--- src/rtl/vga_pkg.sv ---
// Shared timing constants, colour constants and pipeline record for the VGA photo compositor.
package vga_pkg;

  localparam int H_ACT   = 640;
  localparam int H_FP    = 16;
  localparam int H_SYNC  = 96;
  localparam int H_BP    = 48;
  localparam int V_ACT   = 480;
  localparam int V_FP    = 10;
  localparam int V_SYNC  = 2;
  localparam int V_BP    = 33;
  localparam int H_TOTAL = H_ACT + H_FP + H_SYNC + H_BP;
  localparam int V_TOTAL = V_ACT + V_FP + V_SYNC + V_BP;

  localparam int SPR_W = 128;
  localparam int SPR_H = 190;

  localparam logic [15:0] BLACK     = 16'h0000;
  localparam logic [15:0] WHITE     = 16'hFFFF;
  localparam logic [15:0] RED       = 16'hF800;
  localparam logic [15:0] GREEN     = 16'h07E0;
  localparam logic [15:0] BLUE      = 16'h001F;
  localparam logic [15:0] KEY_COLOR = BLACK;

  // Stage-1 record: everything sampled alongside the FIFO read request.
  typedef struct packed {
    logic active;
    logic in_win;
    logic hs;
    logic vs;
    logic empty_hit;
  } pipe_s;

  function automatic logic [9:0] clamp10(input logic [9:0] val, input logic [9:0] lim);
    return (val > lim) ? lim : val;
  endfunction

endpackage

--- src/rtl/vga_photo_compositor_if.sv ---
// FIFO-side bundle: background (ch0) and sprite (ch1) read ports plus the per-frame pointer reload.
interface vga_photo_compositor_if;
  // Read semantics: rd_en is a pop request in the current cycle; rd_data is valid one clk later.
  // The compositor never backs off on empty for ch0; it flags it instead. frame_load rewinds both channels.
  logic [15:0] bg_rd_data;
  logic        bg_empty;
  logic        bg_rd_en;
  logic [15:0] spr_rd_data;
  logic        spr_rd_en;
  logic        frame_load;

  modport master (input bg_rd_data, bg_empty, spr_rd_data, output bg_rd_en, spr_rd_en, frame_load);
  modport slave  (output bg_rd_data, bg_empty, spr_rd_data, input bg_rd_en, spr_rd_en, frame_load);
endinterface

--- src/rtl/vga_timing_gen.sv ---
// Raster counters with combinational sync, active-video and per-frame reload strobe.
module vga_timing_gen #(
  parameter int H_ACT  = vga_pkg::H_ACT,
  parameter int H_FP   = vga_pkg::H_FP,
  parameter int H_SYNC = vga_pkg::H_SYNC,
  parameter int H_BP   = vga_pkg::H_BP,
  parameter int V_ACT  = vga_pkg::V_ACT,
  parameter int V_FP   = vga_pkg::V_FP,
  parameter int V_SYNC = vga_pkg::V_SYNC,
  parameter int V_BP   = vga_pkg::V_BP
) (
  input  logic       clk,
  input  logic       rst,
  output logic [9:0] h_cnt,
  output logic [9:0] v_cnt,
  output logic       active,
  output logic       hs,
  output logic       vs,
  output logic       frame_load
);
  localparam int H_TOT = H_ACT + H_FP + H_SYNC + H_BP;
  localparam int V_TOT = V_ACT + V_FP + V_SYNC + V_BP;

  always_ff @(posedge clk or posedge rst) begin
    if (rst) begin
      h_cnt <= '0;
      v_cnt <= '0;
    end else if (h_cnt == 10'(H_TOT - 1)) begin
      h_cnt <= '0;
      v_cnt <= (v_cnt == 10'(V_TOT - 1)) ? 10'd0 : v_cnt + 10'd1;
    end else begin
      h_cnt <= h_cnt + 10'd1;
    end
  end

  always_comb begin
    active     = (h_cnt < 10'(H_ACT)) && (v_cnt < 10'(V_ACT));
    hs         = !((h_cnt >= 10'(H_ACT + H_FP)) && (h_cnt < 10'(H_ACT + H_FP + H_SYNC)));
    vs         = !((v_cnt >= 10'(V_ACT + V_FP)) && (v_cnt < 10'(V_ACT + V_FP + V_SYNC)));
    // Vsync start lies in vertical blanking, so this never coincides with a read.
    frame_load = (h_cnt == '0) && (v_cnt == 10'(V_ACT + V_FP));
  end

endmodule

--- src/rtl/vga_photo_compositor.sv ---
// Pixel-domain compositor: background stream with a colour-keyed sprite tile, 2-clk output pipeline.
module vga_photo_compositor #(
  parameter int          H_ACT     = vga_pkg::H_ACT,
  parameter int          H_FP      = vga_pkg::H_FP,
  parameter int          H_SYNC    = vga_pkg::H_SYNC,
  parameter int          H_BP      = vga_pkg::H_BP,
  parameter int          V_ACT     = vga_pkg::V_ACT,
  parameter int          V_FP      = vga_pkg::V_FP,
  parameter int          V_SYNC    = vga_pkg::V_SYNC,
  parameter int          V_BP      = vga_pkg::V_BP,
  parameter int          SPR_W     = vga_pkg::SPR_W,
  parameter int          SPR_H     = vga_pkg::SPR_H,
  parameter logic [15:0] KEY_COLOR = vga_pkg::KEY_COLOR
) (
  input  logic                   clk,
  input  logic                   rst,
  vga_photo_compositor_if.master fifo,
  input  logic                   spr_en,
  input  logic [9:0]             spr_x,
  input  logic [9:0]             spr_y,
  output logic                   vga_hs,
  output logic                   vga_vs,
  output logic                   vga_de,
  output logic [15:0]            vga_rgb,
  output logic                   underflow
);
  import vga_pkg::*;

  localparam logic [9:0] SX_MAX = 10'(H_ACT - SPR_W);
  localparam logic [9:0] SY_MAX = 10'(V_ACT - SPR_H);

  logic [9:0]  h_cnt, v_cnt;
  logic        active, hs, vs, frame_load;
  logic        frame_start, spr_en_l, en_eff, rd_ok, in_win;
  logic [9:0]  sx_l, sy_l, sx_eff, sy_eff;
  pipe_s       d1;
  logic [15:0] rgb_next;

  vga_timing_gen #(
    .H_ACT(H_ACT), .H_FP(H_FP), .H_SYNC(H_SYNC), .H_BP(H_BP),
    .V_ACT(V_ACT), .V_FP(V_FP), .V_SYNC(V_SYNC), .V_BP(V_BP)
  ) u_timing (
    .clk        (clk),
    .rst        (rst),
    .h_cnt      (h_cnt),
    .v_cnt      (v_cnt),
    .active     (active),
    .hs         (hs),
    .vs         (vs),
    .frame_load (frame_load)
  );

  // At (0,0) the freshly clamped inputs are used directly, so the first pixel of a frame
  // already sees the new window and every frame pops exactly SPR_W*SPR_H sprite words.
  always_comb begin
    frame_start = (h_cnt == '0) && (v_cnt == '0);
    en_eff      = frame_start ? spr_en : spr_en_l;
    sx_eff      = frame_start ? clamp10(spr_x, SX_MAX) : sx_l;
    sy_eff      = frame_start ? clamp10(spr_y, SY_MAX) : sy_l;
    // Counters sit at (0,0) while reset is held; keep the FIFOs untouched until release.
    rd_ok       = active && !rst;
    in_win      = en_eff && rd_ok
               && ({1'b0, h_cnt} >= {1'b0, sx_eff}) && ({1'b0, h_cnt} < {1'b0, sx_eff} + 11'(SPR_W))
               && ({1'b0, v_cnt} >= {1'b0, sy_eff}) && ({1'b0, v_cnt} < {1'b0, sy_eff} + 11'(SPR_H));
  end

  assign fifo.bg_rd_en   = rd_ok;
  assign fifo.spr_rd_en  = in_win;
  assign fifo.frame_load = frame_load;

  always_ff @(posedge clk or posedge rst) begin
    if (rst) begin
      spr_en_l <= 1'b0;
      sx_l     <= '0;
      sy_l     <= '0;
    end else if (frame_start) begin
      spr_en_l <= en_eff;
      sx_l     <= sx_eff;
      sy_l     <= sy_eff;
    end
  end

  always_ff @(posedge clk or posedge rst) begin
    if (rst) begin
      d1 <= '{active: 1'b0, in_win: 1'b0, hs: 1'b1, vs: 1'b1, empty_hit: 1'b0};
    end else begin
      d1 <= '{active: active, in_win: in_win, hs: hs, vs: vs, empty_hit: rd_ok && fifo.bg_empty};
    end
  end

  always_comb begin
    rgb_next = BLACK;
    if (!d1.active || d1.empty_hit) begin
      rgb_next = BLACK;
    end else if (d1.in_win && (fifo.spr_rd_data != KEY_COLOR)) begin
      rgb_next = fifo.spr_rd_data;
    end else begin
      rgb_next = fifo.bg_rd_data;
    end
  end

  always_ff @(posedge clk or posedge rst) begin
    if (rst) begin
      vga_hs    <= 1'b1;
      vga_vs    <= 1'b1;
      vga_de    <= 1'b0;
      vga_rgb   <= '0;
      underflow <= 1'b0;
    end else begin
      vga_hs  <= d1.hs;
      vga_vs  <= d1.vs;
      vga_de  <= d1.active;
      vga_rgb <= rgb_next;
      // The reload at vsync start re-arms the flag for the next frame.
      if (frame_load) underflow <= 1'b0;
      else if (d1.empty_hit) underflow <= 1'b1;
    end
  end

endmodule

--- src/flat_wrapper.sv ---
// flat-port wrapper written by rule: the top's interface ports become plain ports
module vga_photo_compositor_flat import vga_pkg::*;
#(
  parameter int          H_ACT     = vga_pkg::H_ACT,
  parameter int          H_FP      = vga_pkg::H_FP,
  parameter int          H_SYNC    = vga_pkg::H_SYNC,
  parameter int          H_BP      = vga_pkg::H_BP,
  parameter int          V_ACT     = vga_pkg::V_ACT,
  parameter int          V_FP      = vga_pkg::V_FP,
  parameter int          V_SYNC    = vga_pkg::V_SYNC,
  parameter int          V_BP      = vga_pkg::V_BP,
  parameter int          SPR_W     = vga_pkg::SPR_W,
  parameter int          SPR_H     = vga_pkg::SPR_H,
  parameter logic [15:0] KEY_COLOR = vga_pkg::KEY_COLOR
)
  (clk, rst, spr_en, spr_x, spr_y, vga_hs, vga_vs, vga_de, vga_rgb, underflow, fifo_bg_rd_data, fifo_bg_empty, fifo_spr_rd_data, fifo_bg_rd_en, fifo_spr_rd_en, fifo_frame_load);
  vga_photo_compositor_if fifo_i ();
  input  logic clk;
  input  logic rst;
  input  logic spr_en;
  input  logic [9:0] spr_x;
  input  logic [9:0] spr_y;
  output logic vga_hs;
  output logic vga_vs;
  output logic vga_de;
  output logic [15:0] vga_rgb;
  output logic underflow;
  input wire logic [$bits(fifo_i.bg_rd_data)-1:0] fifo_bg_rd_data;
  input wire logic [$bits(fifo_i.bg_empty)-1:0] fifo_bg_empty;
  input wire logic [$bits(fifo_i.spr_rd_data)-1:0] fifo_spr_rd_data;
  output wire logic [$bits(fifo_i.bg_rd_en)-1:0] fifo_bg_rd_en;
  output wire logic [$bits(fifo_i.spr_rd_en)-1:0] fifo_spr_rd_en;
  output wire logic [$bits(fifo_i.frame_load)-1:0] fifo_frame_load;
  assign fifo_i.bg_rd_data = fifo_bg_rd_data;
  assign fifo_i.bg_empty = fifo_bg_empty;
  assign fifo_i.spr_rd_data = fifo_spr_rd_data;
  assign fifo_bg_rd_en = fifo_i.bg_rd_en;
  assign fifo_spr_rd_en = fifo_i.spr_rd_en;
  assign fifo_frame_load = fifo_i.frame_load;
  vga_photo_compositor #(.H_ACT(H_ACT), .H_FP(H_FP), .H_SYNC(H_SYNC), .H_BP(H_BP), .V_ACT(V_ACT), .V_FP(V_FP), .V_SYNC(V_SYNC), .V_BP(V_BP), .SPR_W(SPR_W), .SPR_H(SPR_H), .KEY_COLOR(KEY_COLOR)) u_core (.clk(clk), .rst(rst), .fifo(fifo_i), .spr_en(spr_en), .spr_x(spr_x), .spr_y(spr_y), .vga_hs(vga_hs), .vga_vs(vga_vs), .vga_de(vga_de), .vga_rgb(vga_rgb), .underflow(underflow));
endmodule
--- config.mk ---
export PLATFORM = sky130hd
export DESIGN_NAME = vga_photo_compositor_flat
export DESIGN_NICKNAME = d
export VERILOG_FILES = /design/src/rtl/vga_pkg.sv /design/src/rtl/vga_photo_compositor_if.sv /design/src/rtl/vga_timing_gen.sv /design/src/rtl/vga_photo_compositor.sv /design/src/flat_wrapper.sv
export SDC_FILE = /design/constraint.sdc
export NUM_CORES = 1
export LEC_CHECK = 0
export CELL_PAD_IN_SITES_DETAIL_PLACEMENT = 1
export CELL_PAD_IN_SITES_GLOBAL_PLACEMENT = 2
export CORE_UTILIZATION = 34
export CTS_CLUSTER_SIZE = 24
export DETAILED_ROUTE_END_ITERATION = 8
export PLACE_DENSITY = 0.9
export SETUP_SLACK_MARGIN = 0.1
export SYNTH_ARGS = -nofsm -noshare
export SYNTH_HDL_FRONTEND = slang
export SYNTH_SLANG_ARGS = --single-unit
--- constraint.sdc ---
create_clock -name clk -period 7.6 [get_ports clk]
set_clock_uncertainty 0.2 [all_clocks]
set_input_delay 1.52 -clock clk [delete_from_list [all_inputs] [get_ports clk]]
set_output_delay 1.52 -clock clk [all_outputs]
set_load 0.05 [all_outputs]
==> out/metrics.cfg, run 1 <==
[worst_setup_path]
setup.worst_path.start_class = input pin
worstSetupEndpointType = output port
crit_arrival_ns = 5.41
worstPathMaxFanout = 4
critPathRequiredTime_ns = 5.88
worstSetupPathType = in -> out

[floorplan]
die_area_um2 = 12000
die_x_um = 110
initial_core_util = 0.356
fp.dieH_um = 110
io-pin-count = 79
fp-row-count = 38
core-area_um2 = 11100

[clock_tree]
clk_path_buf_depth = 2
cts_tree = yes
cts.sinks = 66
cts-root-buf = clkbuf_16
cts_hold_buf = 0
post_cts_resize_count = 0
cts_buffers = 9
insertion_delay_ns = 0.34
post_cts_buffers = 0
clk_pin_slew_ns = 0.06
htree_levels = 3

[global_routing]
grt-ovfl-total = 0
antenna_found_initial = 0
grt_max_degree = 52
grt_pass1_vias = 3855
grt.total_usage = 0.211
grt_pass1_wl_mm = 19.1

[placed_design]
dp_slack_ns = 0.385
portBuffers = 78
gp_congestion = 0.829
hpwlAfterDp_mm = 8.99

[timing]
fmax_ghz = 0.140
setup_viol = 0
hold_viol = 0
slew_headroom = 0.536
slew_viol_final = 0
fin_tns_setup_ns = 0
post-route-period-util = 0.938
min_period_ns = 7.13
rsz0062_at_grt = false
worstMarginPinSlew_ns = 0.696
fin_ws_ns = 0.473

[run]
drv_cap = 0

[synthesis]
syn-num-nets = 522
synth_top_area_cell = dfrtp_1
ys_seq_elements = 66
yosysMostFrequentCell = nand2_1
async_flop_share = 1.00
yosysWarnings = 0
yosysSeqAreaShare = 0.420
synth.cell_area_um2 = 3940
synth_top_area_frac = 0.393
synthTopCellsByCount = nand2_1 (67), dfrtp_1 (62), a21oi_1 (34), ha_1 (34), inv_1 (30)
synth_area_leaders = dfrtp_1 (39%), ha_1 (11%), nand2_1 (6.4%)
synth_area_per_cell_um2 = 9.13
syn_inst = 432
synthDistinctLibCells = 58
synth_edf_count = 0
synthFlopType = dfrtp_1

[pwr]
power.leakage_nw = 2.30
vdd_drop_max_v = 0.0000846
p_per_area_nw_per_um2 = 169

[route]
dr.pass1.iters = 4
drt-vias-per-instance = 5.37
vias = 3523
drc = 0
wl_mm = 11.8
wl_per_cell_um = 18.0
drtAntennaViolNets = 0
drtIter0Drc = 105

[layout]
area_delta_synth_final_pct = 30.6
nNetsFinal = 601
antenna_cells = 0
fill_cells = 1305
drive_gt1_frac = 0.0833

[min_path]
hold_class = reg -> reg

[run_status]
status = finished, final reports clean

-- power by group --
part           internal (mW)  total [mW]  switching, mW
Combinational         0.0557       0.123         0.0673
Clock                  0.220       0.378          0.158
Sequential             0.362       0.367        0.00448
Total                  0.638       0.868          0.230
-- state kept, by name, summed over array words and instances (netlist names) --
name,count
u_core.vga_rgb,16
u_core.vga_de,1
u_core.sx_l,10
u_core.d1,5
u_core.spr_en_l,1
u_core.u_timing.h_cnt,10
u_core.vga_hs,1
u_core.vga_vs,1
u_core.u_timing.v_cnt,10
u_core.sy_l,10
u_core.underflow,1
-- through the flow --
| stage | hold WS, ns | util | std cells | area, um2 | power, mW |
|---|---|---|---|---|---|
| after global placement | 0.150 | 0.440 | 640 | 4870 | 0.492 |
| after CTS | 0.163 | 0.464 | 656 | 5140 | 0.876 |
| after global routing | 0.159 | 0.465 | 656 | 5150 | 0.900 |
| after floorplan | 0.145 | - | 432 | 3940 | 0.436 |
| after detailed placement | 0.149 | 0.440 | 640 | 4870 | 0.496 |
| final | 0.160 | 0.465 | 656 | 5150 | 0.868 |
-- placed cells by master, fill, tap and decap left out, drive strengths merged, types with 3 or more instances in the layout --
cell / count
nor2: 18
mux2: 4
dfrtp: 62
dfstp: 4
nor4: 10
o31ai: 3
nand3b: 3
clkbuf: 11
or3: 5
nand2b: 6
nand4: 9
ha: 34
o21a: 6
o21ai: 24
clkdlybuf4s50: 77
xnor2: 11
nand3: 19
xor2: 8
a21o: 5
nor3: 10
and3: 4
and2: 4
nand2: 67
nor2b: 6
clkinvlp: 3
a22oi: 4
inv: 30
a21oi: 37
buf: 5
-- per-layer routing --
layer,track usage,share of wire
met1,0.259,0.45
met3,0.0338,0.051
met2,0.371,0.48
met5,0,0
met4,0.0781,0.021
-- final cells by class --
type	instances	area, um2	share of cell area
tap	140	175	0.0340
clock buffer	11	233	0.0452
multi-input combinational	322	2120	0.412
timing repair buffer	82	821	0.159
inverter	30	113	0.0219
sequential	66	1660	0.322
clock inverter	5	32.5	0.00632
-- kinds of logic (layout without fill, tap and decap cells) --
kind of cell / Yosys count / in the layout / share of synthesized area
fa+ha+maj: 35 / 35 / 0.110
xor+xnor: 19 / 19 / 0.0422
simple gates: 170 / 170 / 0.214
mux: 6 / 6 / 0.0174
compound gates: 92 / 92 / 0.151
buf+inv: 44 / 128 / 0.0454
flops: 66 / 66 / 0.420
-- critical path: stages --
cell and delay, ns:
clkdlybuf4s50_1 0.46, nor4_1 0.43, a21oi_1 0.12, or3_1 0.33, mux2i_1 0.20, ha_1 0.29
nand2_1 0.09, xor2_1 0.15, nand2_1 0.06, o21ai_0 0.08, ha_1 0.23, a2111oi_0 0.53
o21ai_0 0.20, a21oi_1 0.17, a21oi_1 0.07, nor3_2 0.30, buf_12 0.18
-- worst paths after layout --
path	start	end	slack [ns]	depth (start not counted)
max reg2reg	u_core.u_timing.h_cnt[0]	u_core.d1[3]	2.74	17
min in group asynchronous	rst	u_core.d1[0]	1.31	2
max	spr_y[6]	fifo_spr_rd_en	0.47	17
min	u_core.d1[2]	u_core.vga_hs	0.16	0
min reg2reg	u_core.d1[2]	u_core.vga_hs	0.16	0
max in group asynchronous	rst	u_core.vga_rgb[13]	4.88	3
Power figures use the tool's default switching activity.
==> run 2: changes to the inputs <==
- CORE_UTILIZATION: 34 -> 31
- PLACE_DENSITY: 0.9 -> 0.83
- clock period: 7.6 -> 6.7 ns (I/O delays scaled with it)
==> run 2 against run 1 <==
Sequential share of layout area down 1.1 points. Power rose by 23%. Setup slack got worse by 0.21 ns. Critical path type unchanged. Combinational power is 17% higher. Register-to-register slack got worse by 0.71 ns. Global-route usage down 2.2 points. Critical path depth grew 1. Highest routed layer unchanged. Sequential power increased by 13%.
==> out/metrics.cfg, run 2 (synthesis results as in run 1) <==
[layout]
antenna_cells = 0  ; unchanged
largest_register = u_core.vga_rgb
fin_util = 0.437  ; -0.0282
fill_cells = 1459  ; +12%
final_common_cell = clkdlybuf4s50_1
area_delta_synth_final_pct = 35.2
finalInstanceArea_um2 = 5330  ; +3.5%
final_cell_mix = clkdlybuf4s50_1 (77), nand2_1 (67), dfrtp_1 (62)
largest_reg_flops = 16  ; unchanged
nNetsFinal = 605  ; +0.67%
drive_gt1_frac = 0.110  ; +0.0265

[run_status]
status = finished, final reports clean

[floorplan]
io-pin-count = 79  ; unchanged
fp.dieH_um = 115  ; +4.6%
fp-row-count = 40  ; +5.3%
core-area_um2 = 12200  ; +10%
initial_core_util = 0.323  ; -0.0330
die_x_um = 115  ; +4.6%
die_area_um2 = 13200  ; +9.5%

[global_routing]
grt_pass1_vias = 3708  ; -3.8%
antenna_found_initial = 0  ; unchanged
grt.total_usage = 0.189  ; -0.0219
grt_pass1_wl_mm = 18.7  ; -2.0%
grt_max_degree = 50  ; -3.8%
grt-ovfl-total = 0  ; unchanged

[clock_tree]
cts_tree = yes
htree_levels = 3  ; unchanged
cts_hold_buf = 0  ; unchanged
insertion_delay_ns = 0.34  ; about the same
cts_buffers = 9  ; unchanged
clk_path_buf_depth = 2  ; unchanged
clk_pin_slew_ns = 0.06  ; about the same
cts.sinks = 66  ; unchanged
cts-root-buf = clkbuf_16

[timing]
setup_viol = 0  ; unchanged
rsz0062_at_grt = false
fin_hold_ws_ns = 0.157  ; -0.00342 ns
fmax_ghz = 0.155
hold_viol = 0  ; unchanged
slew_headroom = 0.498  ; -0.0378
fin_tns_setup_ns = 0  ; unchanged
min_period_ns = 6.44
worstMarginPinSlew_ns = 0.746  ; +0.0499 ns
post-route-period-util = 0.961
slew_viol_final = 0  ; unchanged

[placed_design]
hpwlAfterDp_mm = 8.69  ; -3.4%
place_area_um2 = 4920  ; +1.0%
portBuffers = 78  ; unchanged
gp_congestion = 0.845  ; +1.9%

[pwr]
power_mw = 1.07  ; +23%
power.leakage_nw = 2.37  ; +3.1%
vdd_drop_max_v = 0.000108  ; +27%
p_per_area_nw_per_um2 = 201  ; +19%

[route]
vias = 3446  ; -2.2%
dr.pass1.iters = 5  ; +1
drt-vias-per-instance = 5.02  ; -6.6%
wl_mm = 11.6  ; -1.5%
drc = 0  ; unchanged
drtAntennaViolNets = 0  ; unchanged
wl_per_cell_um = 16.9  ; -5.9%
drtIter0Drc = 96  ; -8.6%

[worst_setup_path]
setup.worst_path.start_class = input pin
worstSetupPathType = in -> out
worstPathMaxFanout = 7  ; +3
crit_arrival_ns = 4.90  ; -0.51 ns
worstSetupEndpointType = output port
critPathRequiredTime_ns = 5.16  ; -0.72 ns
r2r_slack_ns = 2.03  ; -0.71 ns

[run]
drv_cap = 0  ; unchanged

[min_path]
hold_class = reg -> reg

-- run 2: cell types whose count changed in the layout (fill, tap and decap cells not counted), sizes merged --
cell and delta:
clkinv -2, bufinv +1, clkbuf +3, clkinvlp -3
buf +4
-- run 2: worst paths after layout --
check | from | to | cells after the start
min in group asynchronous | rst | u_core.d1[0] | 2
max in group asynchronous | rst | u_core.sy_l[6] | 3
worst min-delay path | u_core.d1[2] | u_core.vga_hs | 0
worst max-delay path | spr_y[6] | fifo_spr_rd_en | 18
worst min register to register | u_core.d1[2] | u_core.vga_hs | 0
worst max register to register | u_core.u_timing.h_cnt[0] | u_core.d1[3] | 16
-- run 2: timing repair --
action	CTS	global route
cloned	0	0
setup endpoints to repair	1	1
gates resized for setup	4	11
buffers inserted	0	2
pin swaps	0	1
-- run 2: worst max-delay path: stages --
cell	delay, ns
clkdlybuf4s50_1	0.49
o31ai_2	0.33
nor2b_2	0.26
nor4b_4	0.28
a21oi_4	0.10
ha_2	0.22
buf_4	0.14
a21boi_2	0.18
xnor2_1	0.15
ha_1	0.26
a21o_1	0.18
a21oi_1	0.12
o21ai_1	0.09
a21oi_1	0.16
a21oi_1	0.06
nor3_1	0.24
buf_4	0.17
buf_12	0.13
-- run 2: power breakdown --
group	internal (mW)	switching, mW	total, mW	leakage, nW
clock	0.337	0.173	0.510	0.161
sequential	0.411	0.00507	0.416	0.820
combinational	0.0662	0.0778	0.144	1.39
-- run 2: per-layer routing --
| metal | routed length [um] | GRT usage | share of wire |
|---|---|---|---|
| met4 | 236 | 0.0831 | 0.020 |
| met3 | 611 | 0.0411 | 0.052 |
| met2 | 5640 | 0.326 | 0.48 |
| met1 | 5150 | 0.227 | 0.44 |
| met5 | 0 | 0 | 0 |
-- run 2: stage by stage --
step                      std cells  setup WS (ns)
final                           687          0.261
after global routing            687         0.0624
after CTS                       685          0.115
after detailed placement        670         0.0128
after global placement          670          0.174
after floorplan                 432          0.175
-- run 2: final cells by class --
class,count,area (um2),share of cell area
flip-flops and latches,66,1660,0.311
multi-input cells,322,2180,0.408
repair buffers,86,851,0.160
well taps,168,210,0.0394
clock buffers,14,294,0.0551
inverters,30,113,0.0211
clock inverters,1,30.0,0.00563
==> run 3: changes to the inputs <==
- REMOVE_ABC_BUFFERS: not set -> 1
==> run 3 against run 2 <==
Cell count increased by 0.29%. Combinational power about the same. Global-route usage about the same. Worst hold slack got worse by 0.0014 ns. Largest cell class unchanged. Flip-flop and latch count unchanged. Highest routed layer unchanged. Setup slack improved by 0.086 ns. Power increased by 4.9%. Die area unchanged. Clock power increased by 10%. Register-to-register slack improved by 0.06 ns. Critical path type unchanged.
==> out/metrics.cfg, run 3 (synthesis results as in run 1) <==
[run_status]
status = finished, final reports clean

[worst_setup_path]
cp_slowest_cell = clkdlybuf4s50_1
r2r-start = u_core.u_timing.h_cnt[0]
worstSetupPathType = in -> out
r2r_cells = 16  ; unchanged
worstSetupEndpointType = output port
setup.worst_path.start_class = input pin
worstPathMaxFanout = 4  ; -3
crit_arrival_ns = 4.81  ; -0.09 ns
r2r_slack_ns = 2.09  ; +0.06 ns
critPathRequiredTime_ns = 5.16  ; about the same
critPathMostFrequentCell = a21oi_1
max_stage_delay_ns = 0.48  ; about the same
path_cells = clkdlybuf4s50_1, nor4_4, a21oi_1, or3_1, mux2i_2, ha_2, nand2_1, xor2_1, nand2_1, o21ai_0, ha_1, a2111oi_1, o21ai_0, a21oi_1, a21oi_1, nor3_2, buf_4, buf_12
r2r_end = u_core.d1[3]

[layout]
area_delta_synth_final_pct = 36.0
final_common_cell = clkdlybuf4s50_1
nNetsFinal = 606  ; +0.17%
largest_reg_flops = 16  ; unchanged
final_cell_mix = clkdlybuf4s50_1 (75), nand2_1 (67), dfrtp_1 (62)
fill_cells = 1427  ; -2.2%
antenna_cells = 0  ; unchanged
drive_gt1_frac = 0.107  ; -0.00234
largest_register = u_core.vga_rgb
fin_util = 0.439  ; +0.00246

[timing]
post-route-period-util = 0.948  ; -0.0129
fin_hold_ws_ns = 0.155  ; -0.00136 ns
slew_headroom = 0.547  ; +0.0485
rsz0062_at_grt = false
setup_viol = 0  ; unchanged
slew_viol_final = 0  ; unchanged
fmax_ghz = 0.157  ; +1.4%
hold_viol = 0  ; unchanged
min_period_ns = 6.35  ; -0.0863 ns
worstMarginPinSlew_ns = 0.674  ; -0.0721 ns

[clock_tree]
cts.sinks = 66  ; unchanged
cts_tree = yes
cts-root-buf = clkbuf_16
htree_levels = 3  ; unchanged
clk_pin_slew_ns = 0.05  ; about the same
clk_path_buf_depth = 2  ; unchanged
cts_buffers = 9  ; unchanged
insertion_delay_ns = 0.34  ; about the same

[global_routing]
grt_pass1_vias = 3804  ; +2.6%
grt_pass1_wl_mm = 19.1  ; +2.2%
grt-ovfl-total = 0  ; unchanged
grt.total_usage = 0.189  ; about the same
antenna_found_initial = 0  ; unchanged
grt_max_degree = 41  ; -18%

[min_path]
min_from = u_core.d1[2]
timing.hold.worst_endpoint = u_core.vga_hs
whs_path_depth = 0  ; unchanged
hold_class = reg -> reg

[floorplan]
die_x_um = 115  ; unchanged
core-area_um2 = 12200  ; unchanged
initial_core_util = 0.323  ; unchanged
fp.dieH_um = 115  ; unchanged
fp-row-count = 40  ; unchanged
die_area_um2 = 13200  ; unchanged
io-pin-count = 79  ; unchanged

[pwr]
power.share.clock = 0.500  ; +0.024
combPwrFrac = 0.129  ; -0.006
pwr-share-seq = 0.371  ; -0.018
power_mw = 1.12  ; +4.9%
p_per_area_nw_per_um2 = 209  ; +4.3%
power.leakage_nw = 2.41  ; +1.7%
sw_frac_of_total = 0.235  ; -0.00442
power.internal_mw = 0.859  ; +5.5%
switchingPower_mw = 0.264  ; +2.9%
vdd_drop_max_v = 0.000116  ; +7.5%

[route]
drtAntennaViolNets = 0  ; unchanged
wl_per_cell_um = 17.2  ; +1.4%
drtIter0Drc = 149  ; +55%
drt-vias-per-instance = 5.12  ; +2.1%
vias = 3529  ; +2.4%
dr.pass1.iters = 4  ; -1
wl_mm = 11.8  ; +1.7%
drc = 0  ; unchanged

[placed_design]
hpwlAfterDp_mm = 8.92  ; +2.7%
gp_congestion = 0.771  ; -8.7%
portBuffers = 78  ; unchanged

[run]
drv_cap = 0  ; unchanged

[run 3: cell type report]
| class | count | area, um2 | area share |
|---|---|---|---|
| well taps | 168 | 210 | 0.0392 |
| clock inverters | 5 | 100 | 0.0187 |
| inverters | 30 | 113 | 0.0210 |
| clock buffers | 11 | 253 | 0.0471 |
| repair buffers | 87 | 863 | 0.161 |
| multi-input cells | 322 | 2170 | 0.404 |
| flip-flops and latches | 66 | 1660 | 0.309 |
[run 3: power groups by stage]
stage	Clock, mW	Sequential [mW]	Combinational, mW
floorplan	0	0.444	0.0496
global placement	0	0.422	0.135
detailed placement	0	0.423	0.140
CTS	0.572	0.416	0.141
global route	0.589	0.417	0.156
finish	0.562	0.416	0.144
[run 3: worst max-delay path by stage]
stage	start	slack, ns	depth (start not counted)	end
after global placement	spr_y[6]	0.27	18	fifo_spr_rd_en
after CTS	spr_y[6]	0.11	18	fifo_spr_rd_en
after detailed placement	spr_y[6]	-0.07	18	fifo_spr_rd_en
final	spr_y[4]	0.35	18	fifo_spr_rd_en
after floorplan	u_core.u_timing.h_cnt[0]	0.11	17	fifo_spr_rd_en
after global routing	spr_y[4]	0.09	18	fifo_spr_rd_en
[run 3: per-layer routing]
| metal | GRT usage | vias up | share of wire |
|---|---|---|---|
| met1 | 0.228 | 1731 | 0.46 |
| met5 | 0 | - | 0 |
| met4 | 0.0935 | 0 | 0.023 |
| li1 | - | 1694 | - |
| met2 | 0.326 | 82 | 0.48 |
| met3 | 0.0327 | 22 | 0.042 |
[run 3: worst max-delay path, delay by kind of cell]
family / cells / cell delay, ns
adder cells (fa/ha/maj): 2 / 0.48
multiplexers: 1 / 0.20
AO/OA/AOI/OAI: 6 / 0.93
buffers and inverters: 3 / 0.77
AND/OR/NAND/NOR: 5 / 0.95
XOR/XNOR: 1 / 0.14
[run 3: timing repair]
item                       in CTS  in global routing
pin swaps                       0                  2
hold buffers                    0                  0
cloned                          0                  0
setup endpoints to repair       1                  1
resized for setup               3                 11
setup buffers                   0                  3
[run 3: metrics by stage]
step / instance area, um2 / cells / setup WS, ns / setup TNS, ns
2_1_floorplan: 3880 / 418 / 0.112 / 0
3_3_place_gp: 4920 / 670 / 0.266 / 0
3_5_place_dp: 4920 / 670 / -0.0694 / -0.0694
4_1_cts: 5290 / 686 / 0.107 / 0
5_1_grt: 5360 / 689 / 0.0860 / 0
6_report: 5360 / 689 / 0.347 / 0
